$ cat src/rtl/easyaxi_ost_alloc_if.sv
// Allocation and response-retire signal bundle for easyaxi_ost_alloc.
// The slave modport is the allocator; the master modport is the AXI-side logic driving it.
interface easyaxi_ost_alloc_if #(
    parameter int OST_DEPTH = 16,
    parameter int ID_WIDTH  = 4,
    parameter int LEN_WIDTH = 8
);
    localparam int PTR_W = $clog2(OST_DEPTH);
    localparam int CNT_W = PTR_W + 1;

    logic                 alloc_valid;
    logic                 alloc_ready;
    logic [ID_WIDTH-1:0]  alloc_id;
    logic [LEN_WIDTH-1:0] alloc_len;
    logic [PTR_W-1:0]     alloc_ptr;

    logic                 resp_valid;
    logic                 resp_ready;
    logic [PTR_W-1:0]     resp_ptr;
    logic                 resp_last;
    logic [ID_WIDTH-1:0]  slot_id;

    logic [CNT_W-1:0]     ost_cnt;
    logic                 ost_full;
    logic                 ost_empty;
    logic                 err_free;
    logic                 err_len;

    modport slave (
        input  alloc_valid, alloc_id, alloc_len,
        input  resp_valid, resp_ready, resp_ptr, resp_last,
        output alloc_ready, alloc_ptr, slot_id,
        output ost_cnt, ost_full, ost_empty, err_free, err_len
    );

    modport master (
        output alloc_valid, alloc_id, alloc_len,
        output resp_valid, resp_ready, resp_ptr, resp_last,
        input  alloc_ready, alloc_ptr, slot_id,
        input  ost_cnt, ost_full, ost_empty, err_free, err_len
    );
endinterface

$ cat src/rtl/easyaxi_ost_alloc.sv
// Outstanding-transaction slot allocator: hands out the lowest free slot, retires on last beat.
// Define EASYAXI_OST_ALLOC_LEN_CHK_EN to add per-slot burst length / beat count checking.
module easyaxi_ost_alloc #(
    parameter int OST_DEPTH = 16,
    parameter int ID_WIDTH  = 4,
    parameter int LEN_WIDTH = 8
) (
    input  logic               clk,
    input  logic               rst,
    easyaxi_ost_alloc_if.slave bus
);
    localparam int PTR_W = $clog2(OST_DEPTH);
    localparam int CNT_W = PTR_W + 1;

    logic [OST_DEPTH-1:0] valid_reg;
    logic [OST_DEPTH-1:0] valid_next;
    logic [OST_DEPTH-1:0] alloc_sel;
    logic [OST_DEPTH-1:0] free_sel;
    logic [ID_WIDTH-1:0]  id_reg [OST_DEPTH];
    logic [CNT_W-1:0]     cnt_reg;
    logic [CNT_W-1:0]     cnt_next;
    logic                 err_free_reg;

    logic                 full;
    logic [PTR_W-1:0]     free_ptr;
    logic                 alloc_fire;
    logic                 resp_fire;
    logic                 resp_hit;
    logic                 free_fire;

    assign full       = (cnt_reg == CNT_W'(OST_DEPTH));
    assign alloc_fire = bus.alloc_valid & ~full;
    assign resp_fire  = bus.resp_valid & bus.resp_ready;
    assign resp_hit   = resp_fire & valid_reg[bus.resp_ptr];
    assign free_fire  = resp_hit & bus.resp_last;

    // Scan downward so the lowest free index wins; no free slot leaves the pointer at 0.
    always_comb begin
        free_ptr = '0;
        for (int i = OST_DEPTH - 1; i >= 0; i--) begin
            if (!valid_reg[i]) begin
                free_ptr = PTR_W'(i);
            end
        end
    end

    // The allocated slot is free and the retired slot is valid, so the two never collide.
    for (genvar gi = 0; gi < OST_DEPTH; gi++) begin : g_slot
        assign alloc_sel[gi]  = alloc_fire && (free_ptr == PTR_W'(gi));
        assign free_sel[gi]   = free_fire && (bus.resp_ptr == PTR_W'(gi));
        assign valid_next[gi] = alloc_sel[gi] | (valid_reg[gi] & ~free_sel[gi]);
    end

    always_comb begin
        cnt_next = cnt_reg;
        case ({alloc_fire, free_fire})
            2'b10:   cnt_next = cnt_reg + CNT_W'(1);
            2'b01:   cnt_next = cnt_reg - CNT_W'(1);
            default: cnt_next = cnt_reg;
        endcase
    end

    always_ff @(posedge clk or posedge rst) begin
        if (rst) begin
            valid_reg    <= '0;
            cnt_reg      <= '0;
            err_free_reg <= 1'b0;
            for (int i = 0; i < OST_DEPTH; i++) begin
                id_reg[i] <= '0;
            end
        end else begin
            valid_reg <= valid_next;
            cnt_reg   <= cnt_next;
            if (resp_fire && !valid_reg[bus.resp_ptr]) begin
                err_free_reg <= 1'b1;
            end
            if (alloc_fire) begin
                id_reg[free_ptr] <= bus.alloc_id;
            end
        end
    end

`ifdef EASYAXI_OST_ALLOC_LEN_CHK_EN
    logic [LEN_WIDTH-1:0] len_reg  [OST_DEPTH];
    logic [LEN_WIDTH:0]   beat_reg [OST_DEPTH];
    logic                 err_len_reg;
    logic [LEN_WIDTH:0]   beat_cur;
    logic [LEN_WIDTH:0]   len_cur;
    logic                 len_bad;

    // beat_reg counts beats already seen, so the last beat must arrive with it equal to len.
    assign beat_cur = beat_reg[bus.resp_ptr];
    assign len_cur  = {1'b0, len_reg[bus.resp_ptr]};
    assign len_bad  = resp_hit & (bus.resp_last ? (beat_cur != len_cur) : (beat_cur == len_cur));

    always_ff @(posedge clk or posedge rst) begin
        if (rst) begin
            err_len_reg <= 1'b0;
            for (int i = 0; i < OST_DEPTH; i++) begin
                len_reg[i]  <= '0;
                beat_reg[i] <= '0;
            end
        end else begin
            if (len_bad) begin
                err_len_reg <= 1'b1;
            end
            if (alloc_fire) begin
                len_reg[free_ptr]  <= bus.alloc_len;
                beat_reg[free_ptr] <= '0;
            end
            if (resp_hit) begin
                beat_reg[bus.resp_ptr] <= beat_cur + 1'b1;
            end
        end
    end

    assign bus.err_len = err_len_reg;
`else
    logic unused_len;
    assign unused_len  = ^bus.alloc_len;
    assign bus.err_len = 1'b0;
`endif

    assign bus.alloc_ready = ~full;
    assign bus.alloc_ptr   = free_ptr;
    assign bus.slot_id     = id_reg[bus.resp_ptr];
    assign bus.ost_cnt     = cnt_reg;
    assign bus.ost_full    = full;
    assign bus.ost_empty   = (cnt_reg == '0);
    assign bus.err_free    = err_free_reg;
endmodule

$ cat src/flat_wrapper.sv
// flat-port wrapper written by rule: the top's interface ports become plain ports
module easyaxi_ost_alloc_flat 
#(
    parameter int OST_DEPTH = 16,
    parameter int ID_WIDTH  = 4,
    parameter int LEN_WIDTH = 8
)
  (clk, rst, bus_alloc_valid, bus_alloc_id, bus_alloc_len, bus_resp_valid, bus_resp_ready, bus_resp_ptr, bus_resp_last, bus_alloc_ready, bus_alloc_ptr, bus_slot_id, bus_ost_cnt, bus_ost_full, bus_ost_empty, bus_err_free, bus_err_len);
  easyaxi_ost_alloc_if #(.OST_DEPTH(OST_DEPTH), .ID_WIDTH(ID_WIDTH), .LEN_WIDTH(LEN_WIDTH)) bus_i ();
  input  logic clk;
  input  logic rst;
  input wire logic [$bits(bus_i.alloc_valid)-1:0] bus_alloc_valid;
  input wire logic [$bits(bus_i.alloc_id)-1:0] bus_alloc_id;
  input wire logic [$bits(bus_i.alloc_len)-1:0] bus_alloc_len;
  input wire logic [$bits(bus_i.resp_valid)-1:0] bus_resp_valid;
  input wire logic [$bits(bus_i.resp_ready)-1:0] bus_resp_ready;
  input wire logic [$bits(bus_i.resp_ptr)-1:0] bus_resp_ptr;
  input wire logic [$bits(bus_i.resp_last)-1:0] bus_resp_last;
  output wire logic [$bits(bus_i.alloc_ready)-1:0] bus_alloc_ready;
  output wire logic [$bits(bus_i.alloc_ptr)-1:0] bus_alloc_ptr;
  output wire logic [$bits(bus_i.slot_id)-1:0] bus_slot_id;
  output wire logic [$bits(bus_i.ost_cnt)-1:0] bus_ost_cnt;
  output wire logic [$bits(bus_i.ost_full)-1:0] bus_ost_full;
  output wire logic [$bits(bus_i.ost_empty)-1:0] bus_ost_empty;
  output wire logic [$bits(bus_i.err_free)-1:0] bus_err_free;
  output wire logic [$bits(bus_i.err_len)-1:0] bus_err_len;
  assign bus_i.alloc_valid = bus_alloc_valid;
  assign bus_i.alloc_id = bus_alloc_id;
  assign bus_i.alloc_len = bus_alloc_len;
  assign bus_i.resp_valid = bus_resp_valid;
  assign bus_i.resp_ready = bus_resp_ready;
  assign bus_i.resp_ptr = bus_resp_ptr;
  assign bus_i.resp_last = bus_resp_last;
  assign bus_alloc_ready = bus_i.alloc_ready;
  assign bus_alloc_ptr = bus_i.alloc_ptr;
  assign bus_slot_id = bus_i.slot_id;
  assign bus_ost_cnt = bus_i.ost_cnt;
  assign bus_ost_full = bus_i.ost_full;
  assign bus_ost_empty = bus_i.ost_empty;
  assign bus_err_free = bus_i.err_free;
  assign bus_err_len = bus_i.err_len;
  easyaxi_ost_alloc #(.OST_DEPTH(OST_DEPTH), .ID_WIDTH(ID_WIDTH), .LEN_WIDTH(LEN_WIDTH)) u_core (.clk(clk), .rst(rst), .bus(bus_i));
endmodule
$ cat config.mk
export PLATFORM = sky130hd
export DESIGN_NAME = easyaxi_ost_alloc_flat
export DESIGN_NICKNAME = d
export VERILOG_FILES = /design/src/rtl/easyaxi_ost_alloc_if.sv /design/src/rtl/easyaxi_ost_alloc.sv /design/src/flat_wrapper.sv
export SDC_FILE = /design/constraint.sdc
export NUM_CORES = 1
export LEC_CHECK = 0
export CAP_MARGIN = 20
export CORE_UTILIZATION = 30
export DETAILED_ROUTE_END_ITERATION = 8
export MAX_ROUTING_LAYER = met4
export SYNTH_ARGS = -nofsm -noshare
export SYNTH_HDL_FRONTEND = slang
export SYNTH_SLANG_ARGS = --single-unit
$ cat constraint.sdc
create_clock -name clk -period 7.6 [get_ports clk]
set_input_delay 2.28 -clock clk [delete_from_list [all_inputs] [get_ports clk]]
set_output_delay 2.28 -clock clk [all_outputs]
set_load 0.005 [all_outputs]
==> summary.txt <==
Status
  – Status: finished, violations left
  – Failing checks: design-rule violations

Power and ir drop
  – P_int: 1.31 mW
  – Seq pwr share: 36.4%
  – Logic pwr share: 42.3%
  – Sw power: 737 uW
  – Clock power frac: 21.3%
  – Peak supply drop: 0.179 mV
  – Net Sw Frac: 36.0%
  – Power Density: 386 nW/um2
  – Static Leak: 2.23 nW

Timing
  – Fmax: 0.143 GHz
  – Final Hold Viols: 0
  – Hold WS: 0.467 ns
  – Max-slew headroom: 25.4%
  – Final Skew: 0.00428 ns
  – Final worst-path cycle share: 91.9%
  – Worst Setup Slack, final: 0.619 ns
  – Worst Tran Pin Value: 1.11 ns
  – RSZ-0062 raised after global routing: false
  – Final setup fails: 0
  – Setup TNS: 0 ns
  – Minimum clock period: 6.98 ns
  – Slew Limit Fails: 0

Floorplan
  – Starting Density: 30.9%
  – Ports: 40
  – Core area: 14600 um2
  – Horiz. Die Dim: 125 um
  – Die height: 125 um
  – # rows: 44
  – Die area: 15600 um2

Finish
  – Max FFs per register: 64
  – Area added between synthesis and finish: 17.1%
  – Fin util: 36.2%
  – # diodes: 0
  – Final std cells w/o fill: 556
  – Fillers: 1441
  – Final #Nets: 394
  – Most common cell after layout, fill and taps aside: dfrtp_1
  – Share of layout cells above drive strength 1: 33.9%
  – Most frequent cells in the layout: dfrtp_1 (86), mux2_2 (65), clkdlybuf4s50_1 (30)

Drt
  – Via count: 2907
  – DR iter-0 viols: 199
  – Detailed Routing Iterations Pass 1: 6
  – Post-Route WL: 10.1 mm
  – Drt drc: 15
  – Wire per inst: 18.2 um
  – Post-route antenna net violation count: 0
  – Vias per inst: 5.23

Synth
  – Post-synth cell types: 48
  – Asr flop ratio synth: 100%
  – Seq cells post-synth: 86
  – Post-Syn Instances: 340
  – Post-synthesis adder-cell area fraction: 1.55%
  – Number of synthesized flops with an enable pin: 0
  – Avg Cell Area, Syn: 13.3 um2
  – Post-Synth XOR/XNOR Area: 0.774%
  – Post-synthesis mux area share: 28.6%
  – Post-Syn Area: 4530 um2
  – Synth Area in Compound Gates: 5.25%
  – Main synth FF type: dfrtp_1
  – Cell accounting for the most synthesized area: dfrtp_1
  – Ys Warns: 0
  – Syn nets: 367
  – Main combinational cell family by area after synthesis: multiplexers
  – Synth top area cells: dfrtp_1 (48%), mux2_2 (16%), mux4_2 (12%)
  – Synth top area share: 47.5%
  – Post-synthesis simple-gate area fraction: 13.7%
  – Seq/Total Area, Yosys: 47.5%

CTS
  – Post-CTS Setup Inserts: 0
  – CTS Hold Bufs: 0
  – CTS tree: done
  – Worst-path clk slew: 0.06 ns
  – Clock Tree Buf Depth: 2
  – Clk sinks: 86
  – Root Driver: clkbuf_16
  – Worst-Skew Late Latency: 0.34 ns
  – H-tree levels: 3
  – CTS Buf Count: 9
  – Cts repair resizes: 0

GRT
  – Gr ovfl total: 0
  – Vias in the first global route: 2971
  – Gr usage total: 14.6%
  – Initial antenna violation count: 0
  – Pin count of the biggest net entering global routing: 80
  – Global-route wire length before repair: 16.8 mm

Worst setup path
  – CP Launch Type: primary input
  – Crit. End Element: primary output
  – Worst EP arrival: 4.70 ns
  – Crit-path max FO: 24
  – Crit path kind: primary input to primary output
  – CP required: 5.32 ns

Place
  – Pre-CTS setup slack: 0.571 ns
  – Placed cell count: 540
  – PortBufs: 30
  – DPL Wire Length: 6.97 mm
  – RD Place Congestion: 0.869

Worst hold path
  – HP Class: flop to flop

Job
  – MaxCap Viol Count: 0
-- per-stage QoR --
stage                     total power, mW  instance area, um2
after floorplan                      1.35                4530
after global placement               1.59                5010
after detailed placement             1.62                5010
after CTS                            2.07                5300
after global routing                 2.18                5300
final                                2.05                5300
-- final cells by class --
| cell class | count | area, um2 | share of cell area, % |
|---|---|---|---|
| multi-input combinational | 225 | 2260 | 42.6 |
| sequential | 86 | 2150 | 40.6 |
| timing repair buffer | 33 | 323 | 6.09 |
| clock buffer | 11 | 233 | 4.39 |
| tap | 184 | 230 | 4.34 |
| clock inverter | 5 | 57.6 | 1.09 |
| inverter | 12 | 46.3 | 0.873 |
-- Yosys cell counts, types with 2 or more instances --
cell and n:
o21ai_0 21, nand3b_1 2, xor2_1 2, nand3b_4 4, inv_1 11, nand2b_1 15
nand4_1 8, mux2i_1 2, nand3_1 5, mux2_2 65, nor2_1 5, a21o_1 2
nand2_1 18, nor2b_1 3, clkbuf_1 10, and3_1 2, nor3_2 2, buf_1 2
mux4_2 24, a21oi_1 5, nor4_2 3, and4_1 2, nor3_4 4, or3_1 3
buf_2 4, ha_1 4, dfrtp_1 86, nor3_1 5, xnor2_1 2
-- path summary, 6_finish.rpt --
kind                                            startpoint  cells past startpoint                                end  slack, ns
max                                        bus_resp_ptr[0]                      5                     bus_slot_id[2]       0.62
min                        u_core.bus.err_free$_DFFE_PP0P_                      1    u_core.bus.err_free$_DFFE_PP0P_       0.47
max reg2reg                  u_core.valid_reg[7]$_DFF_PP0_                      6      u_core.id_reg[26]$_DFFE_PP0P_       4.51
min reg2reg                u_core.bus.err_free$_DFFE_PP0P_                      1    u_core.bus.err_free$_DFFE_PP0P_       0.47
max in group asynchronous                              rst                      3      u_core.valid_reg[9]$_DFF_PP0_       4.25
min in group asynchronous                              rst                      2  u_core.bus.ost_cnt[3]$_DFFE_PP0P_       2.14
-- cell families after synthesis --
kind of cell | count (synthesis)
other | 1
AOI/OAI and AO/OA | 37
DFF | 86
muxes | 91
adders and majority gates | 5
and+or+nand+nor | 87
buffers and inverters | 29
xor gates and xnor gates | 4
-- power groups by stage --
stage	sequential (mW)	combinational, mW	clock (mW)
finish	0.744	0.865	0.436
global route	0.768	0.944	0.465
CTS	0.742	0.875	0.450
detailed placement	0.751	0.872	0
global placement	0.739	0.853	0
floorplan	0.702	0.652	0
-- worst max-delay path, stage by stage --
cell	delay (ns)
clkdlybuf4s50_1	0.46
buf_4	0.39
mux4_2	0.58
mux4_2	0.51
clkdlybuf4s50_1	0.46
-- layer usage --
metal	vias up	wire length (um)	share of wire [%]	track usage [%]
met5	-	0	0	-
met4	0	107	1.1	4.52
met3	10	442	4.4	2.96
met2	72	4900	48	22.5
met1	1507	4670	46	19.3
li1	1318	-	-	-
Power figures use the tool's default switching activity.
